### src/rtl/pwm_pkg.sv
// pwm_pkg: shared types, constants and output function for the PWM output controller
package pwm_pkg;
  typedef enum logic [1:0] {STOP, ARM, RUN} pwm_state_t;
  localparam logic [7:0] PWM_CNT_MAX = 8'd254;
  localparam int NUM_OUT = 16;
  typedef struct packed {
    logic [NUM_OUT-1:0] out_en;
    logic [NUM_OUT-1:0] pwm_en;
    logic [7:0] duty;
  } pwm_cfg_t;
  function automatic logic [NUM_OUT-1:0] pwm_out(input pwm_cfg_t c, input logic [7:0] cnt);
    return c.out_en & (~c.pwm_en | {NUM_OUT{cnt < c.duty}});
  endfunction
endpackage

### src/rtl/pwm_output_ctrl_prescaler.sv
// pwm_prescaler: divides clk by CLK_DIV into a one-cycle tick, held at zero when not running
module pwm_prescaler #(
  parameter int CLK_DIV = 3000
) (
  input  logic clk,
  input  logic rst,
  input  logic run,
  output logic tick
);
  localparam logic [15:0] LAST = 16'(CLK_DIV - 1);
  logic [15:0] cnt;
  assign tick = run && cnt == LAST;
  always_ff @(posedge clk or posedge rst)
    if (rst) cnt <= '0;
    else cnt <= (!run || tick) ? '0 : cnt + 16'd1;
endmodule

### src/rtl/pwm_output_ctrl.sv
// pwm_output_ctrl: period-boundary-shadowed PWM/static drive of the 16 output pads
module pwm_output_ctrl
  import pwm_pkg::*;
#(
  parameter int CLK_DIV = 3000
) (
  input  logic               clk,
  input  logic               rst,
  input  logic               enable,
  input  logic [NUM_OUT-1:0] cfg_out_en,
  input  logic [NUM_OUT-1:0] cfg_pwm_en,
  input  logic [7:0]         cfg_duty,
  input  logic               cfg_valid,
  output logic [NUM_OUT-1:0] out,
  output logic               period_start,
  output logic               running
);
  pwm_state_t state, state_d;
  pwm_cfg_t act, pend, cfg_in;
  logic pend_valid, tick, wrap, run;
  logic [7:0] pwm_cnt;
  assign cfg_in = {cfg_out_en, cfg_pwm_en, cfg_duty};
  assign run = state == RUN;
  assign running = run;
  assign wrap = tick && pwm_cnt == PWM_CNT_MAX;
  pwm_prescaler #(.CLK_DIV(CLK_DIV)) u_pre (.clk(clk), .rst(rst), .run(run), .tick(tick));
  always_comb
    state_d = state == STOP ? (enable ? ARM : STOP) : state == ARM ? RUN : (enable ? RUN : STOP);
  always_ff @(posedge clk or posedge rst)
    if (rst) state <= STOP;
    else state <= state_d;
  always_ff @(posedge clk or posedge rst)
    if (rst) pwm_cnt <= '0;
    else pwm_cnt <= !run ? '0 : !tick ? pwm_cnt : pwm_cnt == PWM_CNT_MAX ? '0 : pwm_cnt + 8'd1;
  always_ff @(posedge clk or posedge rst)
    if (rst) begin
      act <= '0;
      pend <= '0;
      pend_valid <= 1'b0;
    end else begin
      if (cfg_valid) pend <= cfg_in;
      act <= (state == ARM || (wrap && cfg_valid)) ? cfg_in : (wrap && pend_valid) ? pend : act;
      pend_valid <= (state == ARM || wrap) ? 1'b0 : (cfg_valid | pend_valid);
    end
  always_ff @(posedge clk or posedge rst)
    if (rst) begin
      out <= '0;
      period_start <= 1'b0;
    end else begin
      out <= run ? pwm_out(act, pwm_cnt) : '0;
      period_start <= wrap;
    end
endmodule

### config.mk
export PLATFORM = sky130hd
export DESIGN_NAME = pwm_output_ctrl
export DESIGN_NICKNAME = d
export VERILOG_FILES = /design/src/rtl/pwm_pkg.sv /design/src/rtl/pwm_output_ctrl_prescaler.sv /design/src/rtl/pwm_output_ctrl.sv
export SDC_FILE = /design/constraint.sdc
export NUM_CORES = 1
export LEC_CHECK = 0
export ABC_AREA = 1
export CELL_PAD_IN_SITES_DETAIL_PLACEMENT = 1
export CELL_PAD_IN_SITES_GLOBAL_PLACEMENT = 2
export CORE_MARGIN = 5
export CORE_UTILIZATION = 30
export CTS_BUF_LIST = sky130_fd_sc_hd__clkbuf_16
export DETAILED_ROUTE_END_ITERATION = 12
export PLACE_DENSITY_LB_ADDON = 0.1
export SYNTH_ARGS = -nofsm -noshare
export SYNTH_HDL_FRONTEND = slang
export SYNTH_SLANG_ARGS = --single-unit
export TNS_END_PERCENT = 20
### constraint.sdc
create_clock -name clk -period 3.9 [get_ports clk]
set_input_delay 0.78 -clock clk [delete_from_list [all_inputs] [get_ports clk]]
set_output_delay 0.78 -clock clk [all_outputs]
set_load 0.05 [all_outputs]
# ---- Word-level counts from Yosys, hierarchy flattened
# Index checks and enable logic that the tools add are counted.
dict set report word_totals {
  reg_bits 124
  latchBits 0
  ram_bits 0
  romBits 0
  in_bits 44
  out_inout_bits 18
  elab_cells 46
  mem_count 0
}
dict set report op_classes {
  addsub 2
  n_mul 0
  div_mod_pow 0
  magnitude_cmp 1
  eq_ne 5
  shift 0
  n_mux 12
  bitwise 4
  reduce_logical 10
}
# op count
set op_table {}
lappend op_table {{two-way mux 40 bit} 2}
lappend op_table {{two-way mux 16 bit} 2}
lappend op_table {{two-way mux 8 bit} 3}
lappend op_table {{adder 16 x 1 -> 16 bit, second input constant} 1}
lappend op_table {{AND 16 bit} 1}
lappend op_table {{== test 16 x 12 -> 1 bit, second input constant} 1}
lappend op_table {{inverter 16 bit} 1}
lappend op_table {{bitwise OR 16 bit} 1}
lappend op_table {{adder 8 x 1 -> 8 bit, second input constant} 1}
lappend op_table {{== test 8 bit, second input constant} 1}
lappend op_table {{< comparator 8 bit} 1}
lappend op_table {{two-way mux 2 bit} 3}
lappend op_table {{logical AND 1 bit} 4}
lappend op_table {{logical OR 1 bit} 3}
lappend op_table {{== test 2 x 1 -> 1 bit, second input constant} 1}
lappend op_table {{== test 2 bit, second input constant} 1}
lappend op_table {{logical NOT 2 bit} 1}
lappend op_table {{two-way mux 1 bit} 2}
lappend op_table {{!= test 2 x 1 -> 1 bit, second input constant} 1}
lappend op_table {{nonzero test 2 bit} 1}
lappend op_table {{logical NOT 1 bit} 1}
lappend op_table {{bitwise OR 1 bit} 1}

# ---- Depth between registers and ports, before layout
dict set report logic_depth {
  ltp_word 6
  depth_mapped 11
  depth_no_buf 10
}

# ---- By module
# Synthesis repeated with hierarchy kept, for this count alone.
dict set report unflattened {
  cells_unflattened 749
  area_unflattened_um2 5977.0
}
# module instances cells_each area_each_um2 seq_area_each_um2
set by_module_without_submodules {}
lappend by_module_without_submodules {pwm_output_ctrl 1 632 5092.4 2702.6}
lappend by_module_without_submodules {pwm_prescaler 1 117 884.6 400.4}

# ---- Least setup slack after synthesis
# OpenSTA, ideal clock, no wires.
dict set report synth_path {
  path_type {flip-flop to output port}
  start {reg state[0]}
  end {out running}
  t_arrival_ns 1.278
  t_required_ns 3.120
  path_slack_ns 1.842
  path_stages_with_launch 4
  n_path_buf 2
  cell_sequence {dfrtp_1 -> nor2_1 -> clkbuf_1 -> buf_2}
}
dict set report synth_between {
  elab_chain_len 1
}
# element line_no
set synth_rtl {}
lappend synth_rtl {{start, declared} pwm_output_ctrl.sv:18} ;# pwm_state_t state, state_d;
lappend synth_rtl {{start signal, assigned} pwm_output_ctrl.sv:31} ;# else state <= state_d;
lappend synth_rtl {{== test 2 bit} pwm_output_ctrl.sv:23} ;# assign run = state == RUN;
lappend synth_rtl {{end, declared} pwm_output_ctrl.sv:16} ;# output logic running
# Every way passes these cells.

# ---- Final worst setup path
dict set report layout_path {
  start {reg state[1]}
  end {out running}
}
# Same word-level chain as after synthesis.

==> metrics.csv <==
metric,value,unit
hold depth,1,
Worst-Margin Slew,924,ps
Synth area leaders,"dfrtp_1, nand2_1, nand3_1",
"Setup violations, final",0,
grt met2 use,0.289,
startpoint types,flop,
fillers,2320,
Crit. End Element,output port,
TritonCTS clock tree,yes,
RSZ-0062 raised after global routing,false,
worst-path fanout max,7,
crit path DAT,2120,ps
DR pass1 iterations,4,
CTS resizes,0,
CP peak stage delay,910,ps
WS Path Type,flop to output port,
Overflow after GRT,0,
Post CTS Setup Buffer Count,0,
Setup Total Neg Slack,0,ps
antenna violations before repair,0,
Post-route DRC,0,
# IOs,62,
met1 Use GR,0.223,
layout cells sized above 1,0.0642,
"IR drop worst, VDD",0.286,mV
Int Power,3.00,mW
Clock Latency Late Sink,420,ps
Mean Syn Cell Area,7.93,sq um
sw frac,0.360,
CORE AREA,19500,sq um
CTS Buf Count,17,
Die Span Y,150,microns
starting density of the core,0.304,
CTS root buf,clkbuf_16,
mean routed wirelength per cell,16.6,microns
Yosys top cell by area,dfrtp_1,
htree depth,4,
fin area,7370,sq um
total track usage,0.171,
number of cells produced by synthesis,745,
max cap viols,0,
gp weighted congestion,0.770,
Die W,150,microns
"reg-to-reg slack, setup",1500,ps
post-synthesis sequential area ratio,0.525,
Pins Over Slew Limit,0,
Tot Pwr,4.69,mW
CTS Hold Buffers Added,0,
DRT Wirelength,17800,microns
hold path start,act[10],
Final Net Count,851,
full die area,22600,sq um
Site Rows,51,
Fin. Hold Viols,0,
Initial DRC Count,246,
Sw Pwr,1.69,mW
fin crit period,2900,ps
diode count,0,
f_max,0.345,GHz
Max clock buf depth,2,
sequential cell area,3100,sq um
Synth Warn #,0,
footprint of the multi-input gates,2200,sq um
Synth top area share,0.525,
Hold Path Class,flop to flop,
Final ANT Viol Nets,0,
relative slew slack,0.384,
clock sinks,124,
Layout Skew,11.1,ps
Worst Hold Endpoint,out[2],
largest net degree at the start of global routing,57,
power share of the combinational group,0.280,
"Reg clk slew, reported paths",60,ps
Leakage,3.69,nW
Cell Pwr Density,637,nW/um^2
worst r2r src,pwm_cnt[0],
Syn Std Cell Area,5910,sq um
first-pass GRT wire length,30100,microns
Seq pwr share,0.372,
Post-DP HPWL,11600,microns
"flops & latches, synth",124,
crit share post-route,0.744,
Area after DPL,6770,sq um
area grow syn2layout,24.7,%
Critical-path top delay cell,clkdlybuf4s50_1,
PortBufs,61,
CP Cell Sequence,"inv_1, nor2_2, clkdlybuf4s50_1",
Clock Power Share,0.348,
R2R cell count,10,
number of distinct library cells after synthesis,28,
Syn Nets,799,
WP data required,3120,ps
status,"finished, final reports clean",
vias per cell,4.73,
GR met3 Demand/Resource,0.0379,
vias in the first global route,5660,
FF-to-FF End,act[2],
via count,5085,
global route hottest layer,met2,
-- through the flow --
step                      hold slack, ps  utilization  std cells  worst slack [ps]
after floorplan                      419            -        745              1590
after global placement               445        0.348       1043              1250
after detailed placement             442        0.348       1043              1220
after CTS                            450        0.379       1075               968
after global routing                 464        0.379       1075               902
final                                446        0.379       1075               998
-- power by group through the flow --
stage	sequential (mW)	clock, mW	combinational (mW)
2_1_floorplan	1.88	0	0.751
3_3_place_gp	1.77	0	1.32
3_5_place_dp	1.77	0	1.34
4_1_cts	1.75	1.68	1.35
5_1_grt	1.78	1.74	1.50
6_report	1.75	1.63	1.31
-- kinds of logic after synthesis --
family / after synthesis / synth area share
buffers and inverters: 156 / 0.104
xor gates and xnor gates: 5 / 0.00741
DFF: 124 / 0.525
and+or+nand+nor: 366 / 0.268
adders and majority gates: 10 / 0.0212
AOI/OAI and AO/OA: 84 / 0.0745
-- how the worst max path moves through the flow --
stage / start / end / cells after the start
floorplan: rst / act[0] / 1
global placement: cfg_valid / act[36] / 5
detailed placement: cfg_valid / act[2] / 5
CTS: state[1] / running / 3
global route: state[1] / running / 3
finish: state[1] / running / 3
-- sequential cells by signal, indices dropped and copies added (netlist names) --
signal,count
act,40
pend,40
out,16
u_pre.cnt,16
pwm_cnt,8
state,2
pend_valid,1
period_start,1
-- critical path: cells and delay by family (launching register included) --
| family | cells | cell delay, ps |
|---|---|---|
| and+or+nand+nor | 1 | 350 |
| DFF | 1 | 370 |
| buffers and inverters | 2 | 990 |
-- layout by cell type (no fill, tap or decap), types with 5 or more instances in the layout --
| cell type | synthesis | final |
|---|---|---|
| nor2_1 | 30 | 29 |
| buf_4 | 4 | 9 |
| dfrtp_1 | 124 | 124 |
| ha_1 | 10 | 10 |
| o21ai_0 | 52 | 52 |
| clkinvlp_4 | 0 | 5 |
| nor3_1 | 8 | 8 |
| inv_1 | 114 | 114 |
| nand3_1 | 132 | 132 |
| nand4_1 | 5 | 5 |
| clkdlybuf4s50_1 | 0 | 60 |
| a21oi_1 | 25 | 25 |
| nand2_1 | 185 | 185 |
| clkbuf_16 | 0 | 17 |
-- layout make-up --
class                      instances  area share
sequential                       124       0.421
tap                              265      0.0450
clock inverter                    15      0.0236
inverter                         118      0.0606
multi-input combinational        465       0.298
timing repair buffer              71      0.0940
clock buffer                      17      0.0577
-- per-layer routing --
| metal | part of all wire | vias up | routed length [microns] |
|---|---|---|---|
| met5 | 0 | - | 0 |
| met4 | 0.012 | 0 | 211 |
| met3 | 0.031 | 17 | 560 |
| met2 | 0.49 | 64 | 8700 |
| met1 | 0.47 | 2543 | 8350 |
| li1 | - | 2461 | - |
-- synthesized netlist by cell type (all sizes together) --
cell	number
a211oi	2
a21oi	25
a22o	2
buf	14
clkbuf	24
clkinv	1
dfrtp	124
ha	10
inv	117
nand2	185
nand3	133
nand4	5
nor2	31
nor3	9
nor3b	1
nor4	1
o21ai	53
o22ai	1
o31ai	1
or2	1
xnor2	2
xor2	3
Power figures use the tool's default switching activity.
